[config.mk]
export PLATFORM = sky130hd
export DESIGN_NAME = proc_trace_buf
export DESIGN_NICKNAME = d
export VERILOG_FILES = /design/src/rtl/proc_trace_buf.sv
export SDC_FILE = /design/constraint.sdc
export NUM_CORES = 1
export LEC_CHECK = 0
export ABC_CLOCK_PERIOD_IN_PS = 12700
export CAP_MARGIN = 40
export CORE_AREA = 2 2 258 260
export CTS_BUF_LIST = sky130_fd_sc_hd__clkbuf_8
export CTS_CLUSTER_SIZE = 40
export DETAILED_ROUTE_END_ITERATION = 16
export DIE_AREA = 0 0 260 262
export PLACE_DENSITY = 0.76
export SKIP_LAST_GASP = 1
export SYNTH_ARGS = -nofsm -noshare
export SYNTH_HDL_FRONTEND = slang
export SYNTH_SLANG_ARGS = --single-unit
[constraint.sdc]
create_clock -name clk -period 12.7 [get_ports clk]
set_input_delay 2.54 -clock clk [delete_from_list [all_inputs] [get_ports clk]]
set_output_delay 2.54 -clock clk [all_outputs]
set_load 0.005 [all_outputs]
[src/rtl/proc_trace_buf.sv]
// proc_trace_buf: FIFO capture of processor trace records with drop accounting
module proc_trace_buf #(
    parameter int DEPTH = 16,
    parameter int DROPW = 8
) (
    input  logic                     clk,
    input  logic                     rst,
    input  logic                     trace_val,
    input  logic [31:0]              trace_addr,
    input  logic [31:0]              trace_data,
    output logic                     drain_val,
    input  logic                     drain_rdy,
    output logic [31:0]              drain_addr,
    output logic [31:0]              drain_data,
    output logic [$clog2(DEPTH):0]   occupancy,
    output logic                     ovf,
    output logic [DROPW-1:0]         drop_cnt,
    input  logic                     ovf_clr
);
    localparam int AW = $clog2(DEPTH);
    localparam int OW = AW + 1;

    logic [63:0]      mem_q [DEPTH];
    logic [AW-1:0]    rd_q, rd_d, wr_q, wr_d;
    logic [OW-1:0]    occ_q, occ_d;
    logic             ovf_q, ovf_d;
    logic [DROPW-1:0] drop_q, drop_d;
    logic             full, pop, push, drop;

    // Handshake decode and next-state for pointers, occupancy and drop accounting
    always_comb begin
        full   = occ_q == OW'(DEPTH);
        pop    = drain_val && drain_rdy;
        push   = trace_val && (!full || pop);
        drop   = trace_val && full && !pop;
        wr_d   = push ? wr_q + AW'(1) : wr_q;
        rd_d   = pop ? rd_q + AW'(1) : rd_q;
        occ_d  = (push && !pop) ? occ_q + OW'(1) : (pop && !push) ? occ_q - OW'(1) : occ_q;
        ovf_d  = drop || (ovf_q && !ovf_clr);
        drop_d = ovf_clr ? (drop ? DROPW'(1) : '0)
                         : (drop && drop_q != '1) ? drop_q + DROPW'(1) : drop_q;
    end

    // Control state; reset discards queued records by zeroing pointers and count
    always_ff @(posedge clk) begin
        if (!rst) begin
            rd_q   <= '0;
            wr_q   <= '0;
            occ_q  <= '0;
            ovf_q  <= 1'b0;
            drop_q <= '0;
        end else begin
            rd_q   <= rd_d;
            wr_q   <= wr_d;
            occ_q  <= occ_d;
            ovf_q  <= ovf_d;
            drop_q <= drop_d;
        end
    end

    // Record storage; read asynchronously so the head is visible as soon as occupancy rises
    always_ff @(posedge clk) begin
        if (rst && push) mem_q[wr_q] <= {trace_addr, trace_data};
    end

    assign drain_val  = occ_q != '0;
    assign drain_addr = drain_val ? mem_q[rd_q][63:32] : '0;
    assign drain_data = drain_val ? mem_q[rd_q][31:0] : '0;
    assign occupancy  = occ_q;
    assign ovf        = ovf_q;
    assign drop_cnt   = drop_q;
endmodule

# ---- Word-level counts from Yosys, hierarchy flattened
# Memories as Yosys holds them, arrays and structs flattened. A register that Yosys moved wholly into a read port is not among the register bits.
# Index checks and enable logic that the tools add are counted.
dict set report word_totals {
  ff_bits 22
  latch_bits 0
  ramBits 1024
  rom_bits 0
  out_inout_bits 79
  wordCells 42
  memories 1
}
dict set report op_classes {
  add_sub_neg 5
  mul 0
  div 0
  n_lt_le_gt_ge 0
  n_eq_ne 2
  shifts 0
  n_mux 11
  bitwise 0
  reduce_logical 18
}
# name words word_bits read_ports rd_ports_with_merged_regs write_ports line
set memory_table {}
lappend memory_table {mem_q 16 64 1 1 1 23} ;# logic [63:0] mem_q [DEPTH];
# op n
set ops {}
lappend ops {{2-to-1 mux 32 bit} 2}
lappend ops {{2-to-1 mux 8 bit} 2}
lappend ops {{2-to-1 mux 5 bit} 2}
lappend ops {{logical AND 1 bit} 9}
lappend ops {{adder 4 x 1 -> 4 bit, second input constant} 2}
lappend ops {{adder 8 x 1 -> 8 bit, second input constant} 1}
lappend ops {{2-to-1 mux 4 bit} 2}
lappend ops {{inequality test 8 bit, second input constant} 1}
lappend ops {{adder 5 x 1 -> 5 bit, second input constant} 1}
lappend ops {{== test 5 bit, second input constant} 1}
lappend ops {{nonzero test 5 bit} 1}
lappend ops {{subtractor 5 x 1 -> 5 bit, second input constant} 1}
lappend ops {{logical NOT 1 bit} 4}
lappend ops {{nonzero test 2 bit} 2}
lappend ops {{2-to-1 mux 1 bit} 3}
lappend ops {{logical OR 1 bit} 2}

# ---- Logic depth before layout (Yosys ltp)
dict set report logic_depth {
  ltp_word 8
  mapped_depth 11
  ltp_nobuf 9
}

# ---- Worst setup path after synthesis
# OpenSTA, ideal clock, no wires.
dict set report synth_timing {
  kind {in2reg}
  from {input rst}
  to {memory mem_q[11][0], enable pin}
  setup_time_ns 0.487
  arrival_ns 5.883
  setup_slack_ns 6.330
  path_stages 4
  n_path_buf 1
  path_cell_list {clkbuf_1 nand2_1 or2_2 nor2_1}
}
dict set report synth_via {
  elab_chain_len 3
}
# element line
set synth_lines {}
lappend synth_lines {{from (decl)} 7} ;# input logic rst,
lappend synth_lines {{logical AND 1 bit} 63} ;# if (rst && push) mem_q[wr_q] <= {trace_addr, trace_data};
lappend synth_lines {{2-to-1 mux 1 bit} 63}
lappend synth_lines {{2-to-1 mux 1 bit (not written as such)} 63}
lappend synth_lines {{to (decl)} 23}
# Every way passes these cells.

==> impl_results.md <==
- CTS tree: built
- Syn Area/Cell: 23.23 um^2
- Register area share after synthesis: 0.7777
- Netlist cell types: 53
- Hold bufs inserted after CTS: 0
- Cell Area, Synth: 40210 um^2
- CTS buffer count: 162
- Critical Path RT: 10160 ps
- GRT overflow: 0
- Most used DFF post-synth: edfxtp_1
- Switch share: 0.2527
- Cell row count: 94
- Wire per inst: 28.80 um
- R2R depth: 6
- Setup bufs post-CTS: 0
- Total Routing Usage GR: 0.2597
- PwrDens: 176.6 nW/um^2
- Fmax: 151.0 MHz
- Slew Viols, Final: 0
- Net switching power figure: 0.002048 W
- Number of DRC markers in iteration 0: 1900
- Die H: 262 um
- Vias: 19.11k
- Port bufs: 147
- Syn. warnings: 0
- Layout Skew: 33.73 ps
- Hold Crit Depth: 2
- CP endpoint kind: output pin
- First-pass GRT wire length: 126800 um
- Detailed Route WL: 85870 um
- Min-delay worst type: reg2reg
- Maximum fanout along the worst path: 39
- Worst skew pair latency: 830 ps
- Gate Count Post-Synth: 1731
- Final Critical Period: 6621 ps
- Antenna violations before repair: 6
- M2 GR Usage: 0.4262
- Global placement routability congestion: 0.7640
- Vias in the first global route: 20.09k
- Reg clk slew, reported paths: 60 ps
- # H-tree levels: 4
- Max-Cap Viols: 0
- TNS Setup: 0 ps
- Sequential group share of total power: 0.483
- HPWL after DPL: 43840 um
- Initial Utilization: 0.6160
- Hold Vio Cnt, Final: 0
- Number of synthesized flops with an enable pin: 1024
- Met3 GRT Util: 0.05613
- Critical Path Start Type: flop
- Worst-Margin Slew: 926.1 ps
- RSZ-0062 raised after global routing: no
- Final #Nets: 2082
- Grt peak-use layer: met2
- Final worst slack: 6079 ps
- WS Path Type: reg2out
- Critical path depth in cells: 6
- Slew margin rel.: 0.3826
- Critical path arrival: 4080 ps
- Most frequent cells in the layout: 1024 x edfxtp_1, 255 x mux4_2, 164 x clkbuf_8, 147 x clkdlybuf4s50_1, 68 x nor2b_1
- DR DRC count: 0
- Pre-CTS setup slack: 6661 ps
- Gate power share: 0.210
- Total core area: 65280 um^2
- P_leak: 14.24 nW
- Synth Register Bits: 1050
- Outcome: completed
- Area delta synth->final: 14.11%
- 1st-pass router iterations: 5
- Clock network fraction of total power: 0.307
- Crit-path cells: buf_16, buf_4, mux4_2, mux2_2, a221o_1, clkdlybuf4s50_1
- Met1 Track Usage GR: 0.3527
- Yosys top cell by area: edfxtp_1
- CTS Root Cell: clkbuf_8
- Die area: 68120 um^2
- Largest net degree at the start of global routing: 125
- Crit-path leading delay family: buffers and inverters
- Largest cells by area after synthesis: edfxtp_1 76%, mux4_2 14%, mux2_2 1.8%
- CTS resizes: 0
- Largest stage delay, worst path: 630 ps
- Bufs and invs on worst path: 3
- Syn nets: 1811
- Post-synth ARST share: 0
- # IOs: 148
- Die X-Extent: 260 um
- Leading cell type in the layout, fill and taps excluded: edfxtp_1
- Share of layout cells above drive strength 1: 0.2784
- Via density: 6.410
- Max Root-Sink Buffers: 3
- Antenna-violating nets left: 0
- Max VDD drop: 126.0 uV
- # setup viols final: 0
- Synth top area share: 0.7647
- Clk sinks: 1050
- Slowest stage cell, crit path: buf_4
- Final period utilization: 0.5213
- P_int: 0.006057 W
-- sequential cells by signal (all words and copies together) (netlist names), named ones only --
| name | count |
|---|---|
| mem_q | 1024 |
| drop_cnt | 8 |
| occupancy | 5 |
| wr_q | 4 |
| ovf | 1 |
| rd_q | 4 |
-- layout make-up --
cell class              count  area (um^2)
flip-flops and latches   1050        31280
fillers                  3845        19390
multi-input cells         585         8594
clock buffers             164         2257
repair buffers            199         2079
well taps                 864         1081
clock inverters           110        560.5
inverters                   4        15.01
diodes                      6        15.01
-- per-stage QoR --
stage               instance area, um^2    util  std cells  hold WS (ps)  power, W
floorplan                         40210       -       1731         468.0  0.005036
global placement                  42760  0.6550       2690         478.6  0.005652
detailed placement                43050  0.6595       2702         482.8  0.005705
CTS                               45870  0.7027       2976         493.4  0.008188
global route                      45880  0.7029       2980         550.3  0.008412
finish                            45880  0.7029       2982         499.6  0.008105
-- tightest hold or removal path, cell delays in order, from the launching register on --
cell,delay [ps]
dfxtp_1,320
nand2b_1,60
a21boi_0,70
-- cells by family after synthesis --
group,count (synthesis),synth area share
AOI/OAI and AO/OA,95,0.02156
xor gates and xnor gates,6,0.001307
adders and majority gates,11,0.003610
buffers and inverters,96,0.01211
DFF,1050,0.7777
muxes,325,0.1622
and+or+nand+nor,148,0.02147
-- layer usage --
metal,vias up,wire length [um]
li1,7955,-
met1,10150,33350
met2,854,44100
met3,147,6635
met4,4,1761
met5,-,23
-- final timing paths --
path                      from       endpoint  slack [ps]
setup / recovery          flop  drain_addr[2]        6080
hold reg to reg            ovf            ovf         500
setup reg to reg  occupancy[0]   mem_q[1][60]        9190
hold / removal             ovf            ovf         500
-- power groups by stage --
stage          logic (W)  registers (W)  clock network (W)
2_1_floorplan    0.00109        0.00395                  0
3_3_place_gp     0.00163        0.00402                  0
3_5_place_dp     0.00172        0.00399                  0
4_1_cts          0.00173        0.00391            0.00254
5_1_grt          0.00182        0.00392            0.00268
6_report         0.00170        0.00391            0.00249
-- cell usage after synthesis, types with 4 or more instances --
library cell and count:
inv_1 4, ha_1 10, edfxtp_1 1024, a21oi_1 4
clkbuf_1 27, nor2b_1 68, nand2_1 11, buf_1 7
mux4_2 255, nand4_1 5, nand3_1 9, xnor2_1 6
nand2b_1 7, a31oi_1 4, buf_4 4, nor2_1 21
and2_1 8, buf_2 47, mux2_2 64, dfxtp_1 26
mux2i_1 6, a221o_1 62, buf_6 7
Power figures use the tool's default switching activity.
